--- config.mk ---
export PLATFORM = sky130hd
export DESIGN_NAME = mem_read_flat
export DESIGN_NICKNAME = d
export VERILOG_FILES = /design/src/rtl/fewcore_pkg.sv /design/src/rtl/mem_read_if.sv /design/src/rtl/mem_read_load_align.sv /design/src/rtl/mem_read.sv /design/src/flat_wrapper.sv
export SDC_FILE = /design/constraint.sdc
export NUM_CORES = 1
export LEC_CHECK = 0
export CORE_ASPECT_RATIO = 0.6
export CORE_UTILIZATION = 30
export DETAILED_ROUTE_END_ITERATION = 7
export PLACE_DENSITY_LB_ADDON = 0.25
export SLEW_MARGIN = 5
export SYNTH_ARGS = -nofsm -noshare
export SYNTH_HDL_FRONTEND = slang
export SYNTH_SLANG_ARGS = --single-unit
--- constraint.sdc ---
create_clock -name clk -period 2.6 [get_ports clk]
set_input_delay 0.78 -clock clk [delete_from_list [all_inputs] [get_ports clk]]
set_output_delay 0.78 -clock clk [all_outputs]
set_load 0.02 [all_outputs]
--- src/rtl/fewcore_pkg.sv ---
// Shared fewcore definitions: load opcode, funct3 encodings, memory-stage state
// and the load decode helpers used by the read stage.
package fewcore_pkg;

   localparam logic [6:0] OPC_LOAD = 7'b0000011;

   localparam logic [2:0] F3_LB  = 3'b000;
   localparam logic [2:0] F3_LH  = 3'b001;
   localparam logic [2:0] F3_LW  = 3'b010;
   localparam logic [2:0] F3_LBU = 3'b100;
   localparam logic [2:0] F3_LHU = 3'b101;

   typedef enum logic {IDLE, WAIT} state_t;

   // A load opcode with an undefined funct3 is handled as an ordinary pass-through.
   function automatic logic is_load(input logic [11:0] code);
      logic r;
      case (code[9:7])
         F3_LB, F3_LH, F3_LW, F3_LBU, F3_LHU: r = (code[6:0] == OPC_LOAD);
         default:                             r = 1'b0;
      endcase
      return r;
   endfunction

   function automatic logic is_misaligned(input logic [2:0] funct3, input logic [1:0] off);
      logic r;
      case (funct3)
         F3_LH, F3_LHU: r = off[0];
         F3_LW:         r = (off != 2'b00);
         default:       r = 1'b0;
      endcase
      return r;
   endfunction

endpackage

--- src/rtl/mem_read_if.sv ---
// Data-memory read port: request/address out of the load stage, ready/data back.
interface mem_read_if #(parameter int XLEN = 32);
   logic            memReadReq;
   logic [XLEN-1:0] memAddress;
   logic            memReady;
   logic [XLEN-1:0] memData;

   modport master (output memReadReq, memAddress, input memReady, memData);
   modport slave  (input memReadReq, memAddress, output memReady, memData);
endinterface

--- src/rtl/mem_read_load_align.sv ---
// Combinational lane select and sign/zero extension of a loaded word.
module load_align
   import fewcore_pkg::*;
#(
   parameter int XLEN = 32
) (
   input  logic [XLEN-1:0] memData,
   input  logic [1:0]      addr,
   input  logic [2:0]      funct3,
   output logic [XLEN-1:0] result
);

   logic [7:0]  byte_lane;
   logic [15:0] half_lane;

   always_comb begin
      case (addr)
         2'd0:    byte_lane = memData[7:0];
         2'd1:    byte_lane = memData[15:8];
         2'd2:    byte_lane = memData[23:16];
         default: byte_lane = memData[31:24];
      endcase
      half_lane = addr[1] ? memData[31:16] : memData[15:0];
   end

   always_comb begin
      case (funct3)
         F3_LB:   result = {{(XLEN-8){byte_lane[7]}}, byte_lane};
         F3_LBU:  result = {{(XLEN-8){1'b0}}, byte_lane};
         F3_LH:   result = {{(XLEN-16){half_lane[15]}}, half_lane};
         F3_LHU:  result = {{(XLEN-16){1'b0}}, half_lane};
         default: result = memData;
      endcase
   end

endmodule

--- src/rtl/mem_read.sv ---
// Load-side memory stage: issues word reads for loads, waits on memReady with a
// timeout, and drives the register-file write port; other instructions pass through.
module mem_read
   import fewcore_pkg::*;
#(
   parameter int TIMEOUT = 16,
   parameter int XLEN    = 32
) (
   input  logic            clk,
   input  logic            rst,
   input  logic            validIn,
   input  logic            writeEnabled,
   input  logic [11:0]     code,
   input  logic [4:0]      rd,
   input  logic [XLEN-1:0] dataAlu,
   mem_read_if.master      mem,
   output logic [4:0]      rdAddress,
   output logic            writeEnabled_echo,
   output logic [XLEN-1:0] dataOut,
   output logic            stall,
   output logic            misaligned,
   output logic            busError
);

   localparam int CW = (TIMEOUT > 1) ? $clog2(TIMEOUT) : 1;
   localparam logic [CW-1:0] CNT_LAST = CW'(TIMEOUT - 1);

   state_t          state, state_d;
   logic [CW-1:0]   cnt, cnt_d;
   logic            req_q, req_d;
   logic [XLEN-1:0] maddr_q, maddr_d;
   logic [4:0]      rd_l, rd_l_d;
   logic [2:0]      f3_l, f3_l_d;
   logic [1:0]      off_l, off_l_d;
   logic            we_l, we_l_d;
   logic [4:0]      rda_d;
   logic            wee_d, mis_d, berr_d;
   logic [XLEN-1:0] dout_d;
   logic [XLEN-1:0] load_data;

   load_align #(.XLEN(XLEN)) u_align (
      .memData (mem.memData),
      .addr    (off_l),
      .funct3  (f3_l),
      .result  (load_data)
   );

   assign mem.memReadReq = req_q;
   assign mem.memAddress = maddr_q;
   assign stall          = (state == WAIT);

   always_comb begin
      state_d = state;
      cnt_d   = cnt;
      req_d   = req_q;
      maddr_d = maddr_q;
      rd_l_d  = rd_l;
      f3_l_d  = f3_l;
      off_l_d = off_l;
      we_l_d  = we_l;
      rda_d   = rdAddress;
      dout_d  = dataOut;
      wee_d   = 1'b0;
      mis_d   = 1'b0;
      berr_d  = 1'b0;
      unique case (state)
         IDLE: begin
            if (validIn) begin
               if (is_load(code)) begin
                  // Misaligned loads are dropped here; the write port keeps its old value.
                  if (is_misaligned(code[9:7], dataAlu[1:0])) begin
                     mis_d = 1'b1;
                  end else begin
                     state_d = WAIT;
                     req_d   = 1'b1;
                     maddr_d = {dataAlu[XLEN-1:2], 2'b00};
                     rd_l_d  = rd;
                     f3_l_d  = code[9:7];
                     off_l_d = dataAlu[1:0];
                     we_l_d  = writeEnabled;
                     cnt_d   = '0;
                  end
               end else begin
                  rda_d  = rd;
                  dout_d = dataAlu;
                  wee_d  = writeEnabled && (rd != 5'd0);
               end
            end
         end
         WAIT: begin
            // Data arriving on the last allowed cycle still completes the load.
            if (mem.memReady) begin
               state_d = IDLE;
               req_d   = 1'b0;
               dout_d  = load_data;
               rda_d   = rd_l;
               wee_d   = we_l && (rd_l != 5'd0);
            end else if (cnt == CNT_LAST) begin
               state_d = IDLE;
               req_d   = 1'b0;
               berr_d  = 1'b1;
            end else begin
               cnt_d = cnt + 1'b1;
            end
         end
      endcase
   end

   always_ff @(posedge clk) begin
      if (rst) begin
         state             <= IDLE;
         cnt               <= '0;
         req_q             <= 1'b0;
         maddr_q           <= '0;
         rd_l              <= '0;
         f3_l              <= '0;
         off_l             <= '0;
         we_l              <= 1'b0;
         rdAddress         <= '0;
         writeEnabled_echo <= 1'b0;
         dataOut           <= '0;
         misaligned        <= 1'b0;
         busError          <= 1'b0;
      end else begin
         state             <= state_d;
         cnt               <= cnt_d;
         req_q             <= req_d;
         maddr_q           <= maddr_d;
         rd_l              <= rd_l_d;
         f3_l              <= f3_l_d;
         off_l             <= off_l_d;
         we_l              <= we_l_d;
         rdAddress         <= rda_d;
         writeEnabled_echo <= wee_d;
         dataOut           <= dout_d;
         misaligned        <= mis_d;
         busError          <= berr_d;
      end
   end

endmodule

--- src/flat_wrapper.sv ---
// flat-port wrapper written by rule: the top's interface ports become plain ports
module mem_read_flat import fewcore_pkg::*;
#(
   parameter int TIMEOUT = 16,
   parameter int XLEN    = 32
)
  (clk, rst, validIn, writeEnabled, code, rd, dataAlu, rdAddress, writeEnabled_echo, dataOut, stall, misaligned, busError, mem_memReadReq, mem_memAddress, mem_memReady, mem_memData);
  mem_read_if #(.XLEN(XLEN)) mem_i ();
  input  logic clk;
  input  logic rst;
  input  logic validIn;
  input  logic writeEnabled;
  input  logic [11:0] code;
  input  logic [4:0] rd;
  input  logic [XLEN-1:0] dataAlu;
  output logic [4:0] rdAddress;
  output logic writeEnabled_echo;
  output logic [XLEN-1:0] dataOut;
  output logic stall;
  output logic misaligned;
  output logic busError;
  output wire logic [$bits(mem_i.memReadReq)-1:0] mem_memReadReq;
  output wire logic [$bits(mem_i.memAddress)-1:0] mem_memAddress;
  input wire logic [$bits(mem_i.memReady)-1:0] mem_memReady;
  input wire logic [$bits(mem_i.memData)-1:0] mem_memData;
  assign mem_memReadReq = mem_i.memReadReq;
  assign mem_memAddress = mem_i.memAddress;
  assign mem_i.memReady = mem_memReady;
  assign mem_i.memData = mem_memData;
  mem_read #(.TIMEOUT(TIMEOUT), .XLEN(XLEN)) u_core (.clk(clk), .rst(rst), .validIn(validIn), .writeEnabled(writeEnabled), .code(code), .rd(rd), .dataAlu(dataAlu), .mem(mem_i), .rdAddress(rdAddress), .writeEnabled_echo(writeEnabled_echo), .dataOut(dataOut), .stall(stall), .misaligned(misaligned), .busError(busError));
endmodule
[Word-level counts from Yosys, hierarchy flattened]
Cells that the tools add are included.
Word-level totals
  flip-flop bits (word level): 87
  input port bits: 86
  output and inout bits: 74
  logic and storage cells: 95
Operators by class
  mux-type cells: 42
  eq/ne operators: 19
  $add $sub $neg: 1
  reduce and logical (&&, ||, !) cells: 16
  bitwise gates (word level): 4
Operators by type and width (number)
  $pmux W32 S4: 1
  $mux W32: 3
  $pmux W32 S2: 1
  $pmux W8 S3: 1
  $mux W1: 21
  $mux W4: 5
  $mux W16: 1
  $mux W5: 3
  $eq A3 B3 Y1 const B: 4
  $ne A2 B2 Y1 const B: 6
  $pmux W5 S2: 1
  $reduce_bool A5 Y1: 2
  $pmux W1 S2: 4
  $pmux W4 S2: 1
  $reduce_and A4 Y1: 2
  $eq A7 B2 Y1 const B: 1
  $eq A3 B1 Y1 const B: 2
  $logic_not A3 Y1: 2
  $reduce_and A5 Y1: 1
  $reduce_or A5 Y1: 1
  $add A4 B1 Y4 const B: 1
  $eq A4 B4 Y1 const B: 1
  $not A1 Y1: 4
  $reduce_or A4 Y1: 1
  11 further kinds: 12

[Depth between registers and ports, before layout]
Gate-level depths: netlist (run 1).
  depth after elaboration: 12
  gate-level depth with buffers: 7
  depth with buffers taken out: 6

[Cells and area by module]
A second synthesis (run 1) with hierarchy kept.
Second synthesis, totals
  cells, all modules: 560
  area total of the unflattened synthesis: 4850.9 um^2
Modules (own cells, without submodules)
  mem_read: seq. area each 1741.7 um^2, area each 3881.2 um^2, instances 1, cells each 427
  load_align: seq. area each 0.0 um^2, area each 969.7 um^2, instances 1, cells each 133

[Least setup slack after synthesis (run 1)]
Ideal clock, no wire load.
  path type: input -> register
  start point: in code[5]
  end point: reg u_core.dataOut[28]
  arrival time: 2.051 ns
  library setup time: 0.096 ns
  cell stages on the path: 7
  required time: 2.504 ns
  path buffers: 2
  path slack: 0.454 ns
  cell sequence: nor4b_2 -> nand4_1 -> a22oi_1 -> buf_4 -> buf_2 -> nand3b_1 -> o41ai_2
Between the ends
  longest elaborated chain between the ends: 6
Ends and longest elaborated chain
  from (decl): line flat_wrapper.sv:13  | input logic [11:0] code;
  $eq A7 B2 Y1: line fewcore_pkg.sv:19  | F3_LB, F3_LH, F3_LW, F3_LBU, F3_LHU: r = (code[6:0] == OPC_LOAD);
  $mux W1: line fewcore_pkg.sv:18  | case (code[9:7])
  $mux W1: line mem_read.sv:68  | if (validIn) begin
  $mux W1: line mem_read.sv:66  | unique case (state)
  $ne A2 B2 Y1 (no source line)
  $reduce_and A3 Y1 (no source line)
  to (signal assigned): line mem_read.sv:135  | dataOut <= dout_d;
  to (decl): line mem_read.sv:19  | output logic [XLEN-1:0] dataOut,
Every way passes these cells. The select of a mux whose other input is x is not followed.
A chain may end at the register's enable or synchronous reset.

[Worst setup path in the final report (run 1)]
  start point: in code[8]
  end point: reg u_core.maddr_q[17] (netlist: u_core.mem.memAddress[17])
Between the ends
  longest elaborated chain between the ends: 8
  elaborated cells between the ends (all ways): 16
  classes of those cells: eq/ne: 4; mux: 7; bitwise: 1; reduce/logical: 4
Ends and longest elaborated chain
  $eq A3 B1 Y1 or $eq A3 B3 Y1 (tied branches): line fewcore_pkg.sv:18, fewcore_pkg.sv:27
  $reduce_or A2 Y1: line fewcore_pkg.sv:27  | case (funct3)
  $pmux W1 S2: line fewcore_pkg.sv:27
  $mux W1: line mem_read.sv:69  | if (is_load(code)) begin
  $mux W1: line mem_read.sv:68
  $mux W1: line mem_read.sv:66
  $not A1 Y1 (no source line)
  $reduce_and A4 Y1 (no source line) *
  to (signal assigned): line mem_read.sv:128  | maddr_q <= maddr_d;
  to (decl): line mem_read.sv:31  | logic [XLEN-1:0] maddr_q, maddr_d;
Mark *: on every way between the ends. The rest lies on a longest branch, timed or not. The select of a mux whose other input is x is not followed.

==> summary.txt, run 1 <==
fin nets: 753
most common cell in the netlist: nand2_1
Synth top area share: 0.4068
Die Span X: 156.2 µm
outcome: finished, final reports clean
layout cells sized above 1: 0.1046
Root Driver: clkbuf_16
DRT iter0 DRCs: 245
# rows: 33
Synth area leader: dfxtp_1
Clock Skews: 0.007736 ns
Ant. Diodes: 0
HP Class: reg -> reg
TNS Setup: 0 ns
first-pass GRT wire length: 21690 µm
commonest cells in the netlist: 91 x nand2_1, 87 x dfxtp_1, 82 x a21oi_1, 47 x nor2_1, 23 x clkbuf_1
Hold WS: 0.4541 ns
Arrival @ worst endpoint: 2.58 ns
Num CTS Buffers: 9
Distinct cells, synth: 43
CTS Buffer Depth: 2
critical path class: in -> reg
Peak VDD IR: 0.0002899 V
crit start category: input pin
FF-to-FF path depth: 7
#FFs+latches synth: 87
top cells by area, synth: dfxtp_1 41%, a21oi_1 9.6%, nand2_1 8.0%, nor2_1 4.1%, o41ai_2 3.8%
Initial Util: 0.3105
I/O Pins: 160
Max-slew headroom: 0.4897
FMAX: 416.4 MHz
Worst-path clk slew: 0.06 ns
GRT overflow: 0
DRT Pass-1 Iters: 6
CP Capture Type: flop
final period utilization: 0.9237
via count: 4308
die height: 94.54 µm
CTS tree: built
EDFF count, synth: 0
Worst R2R Setup Slack: 0.59 ns
Final Slew Violations: 0
synthesized area per cell: 8.218 µm²
reg2reg start: u_core.off_l[1]$_SDFFE_PP0P_
post-DP HPWL: 10580 µm
Power Density: 507.6 nW/µm²
Setup Buffers After CTS: 0
largest net degree at the start of global routing: 71
register area: 1742 µm²
wire length after detailed routing: 14280 µm
wire per inst: 16.58 µm
main flop type after synthesis: dfxtp_1
Final Wtd Congestion: 0.9160
DRC Markers: 0
Final Hold Vio Count: 0
Worst Hold Endpoint: u_core.mem.memAddress[21]$_SDFFE_PP0P_
Via density: 5.003
die area: 14770 µm²
Port Buffers: 155
Seq/Total Area, Yosys: 0.4068
hold buffers post-CTS: 0
hold path depth: 2
Area Overhead vs Synth: 51.34%
initial antenna violation count: 0
Synth async-reset ratio: 0
number of global-route vias before repair: 4059
worst hold start: u_core.mem.memAddress[21]$_SDFFE_PP0P_
worst r2r dst: u_core.dataOut[29]$_SDFFE_PP0P_
CTS H-tree depth: 3
Total Routing Usage GR: 0.1922
Tightest Pin Transition: 0.7655 ns
filler cell count in the final layout: 1359
CP Max Fanout: 16
critical path required time: 2.78 ns
# resized after CTS: 0
Routed Antenna Nets: 0
Core ar.: 13790 µm²
Pleak: 2.339 nW
final setup fails: 0
clock latency on the worst-skew pair: 0.34 ns
Post-Syn Area: 4282 µm²
MaxCap Viol Count: 0
crit path time final: 2.402 ns
Syn Inst Count: 521
clk sinks: 87
Multi-input gate area: 2253 µm²
Synth Warn #: 0
RSZ-0062 raised after global routing: false
[flip-flops by register name (all words and copies together) (netlist names)]
| signal | flops |
|---|---|
| u_core.mem.memAddress | 30 |
| u_core.f3_l | 3 |
| u_core.stall | 1 |
| u_core.dataOut | 32 |
| u_core.cnt | 4 |
| u_core.misaligned | 1 |
| u_core.rd_l | 5 |
| u_core.we_l | 1 |
| u_core.busError | 1 |
| u_core.mem.memReadReq | 1 |
| u_core.writeEnabled_echo | 1 |
| u_core.off_l | 2 |
| u_core.rdAddress | 5 |
[power breakdown]
part           switching, mW  internal (mW)  total [mW]
combinational          0.224          0.260       0.484
sequential            0.0219           1.37        1.39
clock                  0.528          0.884        1.41
[layout by cell type (no fill, tap or decap), types with 2 or more instances in the layout]
cell type	count
clkdlybuf4s50_1	154
nand2_1	91
dfxtp_1	87
a21oi_1	82
nor2_1	47
nand3b_1	20
buf_4	19
inv_1	16
o21ai_0	15
mux2i_1	13
a211oi_1	13
nor3_1	12
o41ai_2	10
clkbuf_16	9
buf_12	9
o41ai_1	8
a211o_1	8
a221oi_2	8
a22oi_1	6
nor2b_1	3
nand3_1	3
nand2b_1	3
nand4_1	2
a31oi_1	2
xor2_1	2
or4_1	2
o2111ai_1	2
conb_1	2
clkbuf_8	2
bufinv_16	2
[worst max path at each step]
stage	start	end	slack [ns]	cells after the start
2_1_floorplan	code[5]	u_core.dataOut[28]$_SDFFE_PP0P_	0.45	7
3_3_place_gp	code[8]	u_core.mem.memAddress[20]$_SDFFE_PP0P_	-0.10	8
3_5_place_dp	code[8]	u_core.mem.memAddress[24]$_SDFFE_PP0P_	-0.15	8
4_1_cts	code[8]	u_core.mem.memAddress[20]$_SDFFE_PP0P_	0.20	8
5_1_grt	code[5]	u_core.dataOut[0]$_SDFFE_PP0P_	0.04	8
6_report	code[8]	u_core.mem.memAddress[17]$_SDFFE_PP0P_	0.20	8
[area by class of cell]
class                   instances  area share
clock buffers                  11     0.03900
clock inverters                 3     0.01043
inverters                      16    0.009268
multi-input cells             370      0.3478
flip-flops and latches         87      0.2688
well taps                     192     0.03707
repair buffers                182      0.2877
[stage by stage]
stage	cells	total power, mW	util	worst slack (ns)	cell area (µm²)
after global routing	861	3.404	0.4699	0.04163	6480
final	861	3.289	0.4699	0.1985	6480
after global placement	847	1.903	0.4467	-0.1021	6160
after detailed placement	847	1.907	0.4467	-0.1521	6160
after CTS	861	3.315	0.4699	0.2039	6480
after floorplan	522	1.614	-	0.4535	4285
[routing by layer]
metal | GRT usage | vias to the layer above | part of all wire | wire length, µm
met5 | 0 | - | 0 | 0
li1 | - | 2125 | - | -
met2 | 0.2872 | 167 | 0.41 | 5801
met4 | 0.04739 | 0 | 0.0064 | 92
met1 | 0.2737 | 2007 | 0.50 | 7122
met3 | 0.04865 | 9 | 0.088 | 1260
[cells by family after synthesis]
group           synth area share
compound gates            0.2665
xor+xnor                0.004092
fa+ha+maj               0.002922
buf+inv                  0.07072
flops                     0.4068
mux                      0.04179
other cells            0.0008758
simple gates              0.2063
[critical path: stages]
cell	delay, ns
clkdlybuf4s50_1	0.58
nand3b_1	0.14
o41ai_1	0.08
buf_4	0.15
or3_2	0.49
buf_4	0.22
nand2_1	0.08
a21oi_1	0.07
Power figures use the tool's default switching activity.
==> run 2: changes to the inputs <==
Settings changed: CORE_UTILIZATION 30 to 45.
==> summary.txt, run 2 (synthesized netlist as in run 1, its figures left out) <==
outcome: finished, final reports clean
Power Density: 497.5 nW/µm²
Initial Util: 0.4660
sequential power share: 0.441
crit start category: input pin
Port Buffers: 155
GRT overflow: 0
DRC Markers: 0
Peak VDD IR: 0.0003301 V
I/O Pins: 160
Via density: 5.568
sw frac: 0.2431
Routed Antenna Nets: 0
HP Class: reg -> reg
number of global-route vias before repair: 4098
Sw Pwr: 0.7690 mW
fin util: 0.6919
CP Capture Type: flop
Hold WS: 0.4541 ns
wire per inst: 16.20 µm
layout cells sized above 1: 0.1018
Max-slew headroom: 0.6348
Area Overhead vs Synth: 48.48%
DRT iter0 DRCs: 259
CP max-delay cell: clkdlybuf4s50_1
final setup fails: 0
DRT Pass-1 Iters: 4
commonest non-fill, non-tap cell in the layout: clkdlybuf4s50_1
wire length after detailed routing: 12930 µm
Core ar.: 9189 µm²
hold buffers post-CTS: 0
CP cell instances: clkdlybuf4s50_1 > inv_1 > o41ai_1 > buf_4 > or3_1 > buf_12 > nand2_1 > a21oi_1
Clock power frac: 0.409
Root Driver: clkbuf_16
Arrival @ worst endpoint: 2.70 ns
Die Span X: 127.9 µm
FMAX: 411.3 MHz
first-pass GRT wire length: 20180 µm
largest reg by FF count: u_core.dataOut
CP delay by family, top: buffers and inverters
Int Power: 2.394 mW
Clock Skews: 0.005255 ns
MaxCap Viol Count: 0
CTS Buffer Depth: 2
TNS Setup: 0 ns
Setup Buffers After CTS: 0
Final Wtd Congestion: 0.8581
Worst-path clk slew: 0.06 ns
die area: 9921 µm²
largest net degree at the start of global routing: 64
Final Slew Violations: 0
logic gate share of total power: 0.151
crit path time final: 2.432 ns
CP Max Fanout: 29
Post-Place Cell Area: 6058 µm²
fin nets: 750
final instance area: 6357 µm²
crit path buf inv count: 4
pre-CTS WS: -0.1517 ns
critical path required time: 2.87 ns
CTS tree: built
# rows: 27
max reg flops: 32
final worst setup slack: 0.1684 ns
CTS H-tree depth: 3
clock latency on the worst-skew pair: 0.34 ns
initial antenna violation count: 0
Tightest Pin Transition: 0.5471 ns
Total Routing Usage GR: 0.2620
Num CTS Buffers: 9
CP peak stage delay: 0.55 ns
RSZ-0062 raised after global routing: false
post-DP HPWL: 9408 µm
via count: 4443
clk sinks: 87
most frequent cells in the layout: 154 x clkdlybuf4s50_1, 91 x nand2_1, 87 x dfxtp_1
die height: 77.56 µm
critical path class: in -> reg
Pwr Total: 3.163 mW
Final Hold Vio Count: 0
# resized after CTS: 0
Ant. Diodes: 0
Pleak: 2.314 nW
final period utilization: 0.9352
Post-Place Cells: 782
post-route insts no fill: 798
[run 2: cell types whose count changed in the layout (fill, tap and decap cells not counted), sizes merged]
cell and change:
clkinvlp +1, buf -3, bufinv -1, clkinv +3, clkbuf -1
[run 2: area by class of cell]
type / count / area [µm²]
clock inverter: 6 / 60.06
fill: 732 / 2831
timing repair buffer: 179 / 1842
clock buffer: 10 / 239.0
inverter: 16 / 60.06
sequential: 87 / 1742
multi-input combinational: 370 / 2252
tap: 130 / 162.7
[run 2: per-layer routing]
layer	share of wire	track usage	up-vias	wire length (µm)
met3	0.086	0.07517	18	1112
met1	0.46	0.3461	2114	5923
li1	-	-	2123	-
met2	0.44	0.4141	188	5697
met4	0.015	0.07882	0	192
met5	0	0	-	0
[run 2: power by group through the flow]
stage               clock [mW]  sequential (mW)  combinational (mW)
floorplan                    0             1.47               0.146
global placement             0             1.42               0.466
detailed placement           0             1.42               0.473
CTS                       1.32             1.39               0.476
global route              1.38             1.40               0.503
finish                    1.29             1.39               0.476
[run 2: worst min-delay path: cells and delay by family, from the launching register on]
| family | cells | cell delay [ns] |
|---|---|---|
| simple gates | 1 | 0.05 |
| compound gates | 1 | 0.05 |
| flops | 1 | 0.31 |
[run 2: path summary, 6_finish.rpt]
kind / start / depth (start not counted) / end / slack [ns]
worst max-delay path: code[8] / 8 / u_core.mem.memAddress[4]$_SDFFE_PP0P_ / 0.17
worst min register to register: u_core.mem.memAddress[16]$_SDFFE_PP0P_ / 2 / u_core.mem.memAddress[16]$_SDFFE_PP0P_ / 0.45
worst max register to register: u_core.f3_l[0]$_SDFFE_PP0P_ / 6 / u_core.dataOut[1]$_SDFFE_PP0P_ / 0.54
worst min-delay path: u_core.mem.memAddress[16]$_SDFFE_PP0P_ / 2 / u_core.mem.memAddress[16]$_SDFFE_PP0P_ / 0.45
==> run 3: changes to the inputs <==
Settings changed: GPL_TIMING_DRIVEN set to 0.
==> summary.txt, run 3 (synthesized netlist as in run 1, its figures left out) <==
Area Overhead vs Synth: 48.66%
number of global-route vias before repair: 4595
commonest non-fill, non-tap cell in the layout: clkdlybuf4s50_1
CTS H-tree depth: 3
Via density: 5.710
first-pass GRT wire length: 23830 µm
Clock Skews: 0.005806 ns
layout cells sized above 1: 0.1022
crit start category: input pin
critical path required time: 2.84 ns
CP Max Fanout: 10
Port Buffers: 154
largest net degree at the start of global routing: 14
final worst setup slack: 0.1340 ns
CTS tree: built
MaxCap Viol Count: 0
CP Capture Type: flop
GRT overflow: 0
die height: 77.56 µm
FMAX: 405.5 MHz
wire per inst: 18.72 µm
Ant. Diodes: 0
Root Driver: clkbuf_16
Arrival @ worst endpoint: 2.71 ns
DRT Pass-1 Iters: 5
max reg flops: 32
post-route insts no fill: 825
TNS Setup: 0 ns
wire length after detailed routing: 15440 µm
Final Slew Violations: 0
Total Routing Usage GR: 0.3144
Num CTS Buffers: 9
Power Density: 515.0 nW/µm²
critical path class: in -> reg
largest reg by FF count: u_core.dataOut
clk sinks: 87
register area: 1742 µm²
clock latency on the worst-skew pair: 0.35 ns
via count: 4711
Worst R2R Setup Slack: 0.57 ns
Die Span X: 127.9 µm
CTS Buffer Depth: 2
pre-CTS WS: -0.5069 ns
Core ar.: 9189 µm²
Final Hold Vio Count: 0
outcome: finished, final reports clean
Post-Place Cells: 806
most frequent cells in the layout: 154 x clkdlybuf4s50_1, 91 x nand2_1, 87 x dfxtp_1
post-DP HPWL: 11570 µm
DRT iter0 DRCs: 424
Pleak: 2.335 nW
Final Wtd Congestion: 0.9757
DRC Markers: 0
# rows: 27
Tightest Pin Transition: 0.7104 ns
final period utilization: 0.9485
initial antenna violation count: 0
filler cell count in the final layout: 749
fin nets: 778
Worst-path clk slew: 0.06 ns
crit path time final: 2.466 ns
Peak VDD IR: 0.0003335 V
Initial Util: 0.4660
final setup fails: 0
I/O Pins: 160
Max-slew headroom: 0.5264
HP Class: reg -> reg
die area: 9921 µm²
Multi-input gate area: 2271 µm²
Routed Antenna Nets: 0
==> run 3: cell count changes in the layout (fill, tap and decap cells not counted) <==
cell / previous run / this run
buf_1: 0 / 1
bufinv_16: 1 / 2
o41ai_1: 8 / 7
clkinvlp_4: 2 / 1
buf_4: 16 / 10
buf_12: 9 / 0
buf_2: 0 / 17
o41ai_4: 1 / 2
clkbuf_2: 0 / 1
clkbuf_1: 0 / 24
buf_6: 0 / 2
clkinv_2: 3 / 0
==> run 3: final cells by class <==
| class | count | share of cell area |
|---|---|---|
| multi-input combinational | 370 | 0.3568 |
| sequential | 87 | 0.2736 |
| timing repair buffer | 158 | 0.2469 |
| clock buffer | 12 | 0.03873 |
| buffer | 49 | 0.03833 |
| tap | 130 | 0.02556 |
| clock inverter | 3 | 0.01062 |
| inverter | 16 | 0.009436 |
==> run 3: timing repair <==
action | CTS | global route
pin swaps | 1 | 2
gates resized for setup | 3 | 3
endpoints found under the setup margin | 40 | 77
setup buffers | 0 | 4
hold buffers | 0 | 0
==> run 3: path summary, 6_finish.rpt <==
kind	cells after the start	start	endpoint
worst min register to register	2	u_core.mem.memAddress[9]$_SDFFE_PP0P_	u_core.mem.memAddress[9]$_SDFFE_PP0P_
worst min-delay path	2	u_core.mem.memAddress[9]$_SDFFE_PP0P_	u_core.mem.memAddress[9]$_SDFFE_PP0P_
worst max-delay path	9	code[7]	u_core.dataOut[29]$_SDFFE_PP0P_
worst max register to register	7	u_core.off_l[1]$_SDFFE_PP0P_	u_core.dataOut[5]$_SDFFE_PP0P_
==> run 3: routing by layer <==
metal / wire, µm / share of wire / GRT usage / vias up
met1: 6869 / 0.44 / 0.4375 / 2225
met5: 0 / 0 / 0 / -
met2: 6663 / 0.43 / 0.4842 / 288
met3: 1688 / 0.11 / 0.07862 / 25
met4: 221 / 0.014 / 0.08118 / 0
li1: - / - / - / 2173
==> run 3: worst max-delay path, stage by stage <==
cell and delay (ns):
clkdlybuf4s50_1 0.54, o21ai_0 0.20, nand4_1 0.11, buf_4 0.18, a22oi_2 0.20, buf_4 0.25
buf_2 0.25, nand3b_1 0.13, o41ai_2 0.07
==> run 3: where the power goes <==
group | switching, mW | internal (mW)
clock network | 0.537 | 0.864
registers | 0.0236 | 1.37
logic | 0.235 | 0.246
total | 0.796 | 2.48
==> run 3: metrics by stage <==
step	hold slack, ns	instance area (µm²)	total power, mW	utilization
finish	0.4556	6365	3.278	0.6927
global route	0.4827	6365	3.352	0.6927
CTS	0.4533	6322	3.271	0.6880
detailed placement	0.4455	5989	1.890	0.6518
global placement	0.4443	5989	1.881	0.6518
floorplan	0.4370	4285	1.614	-
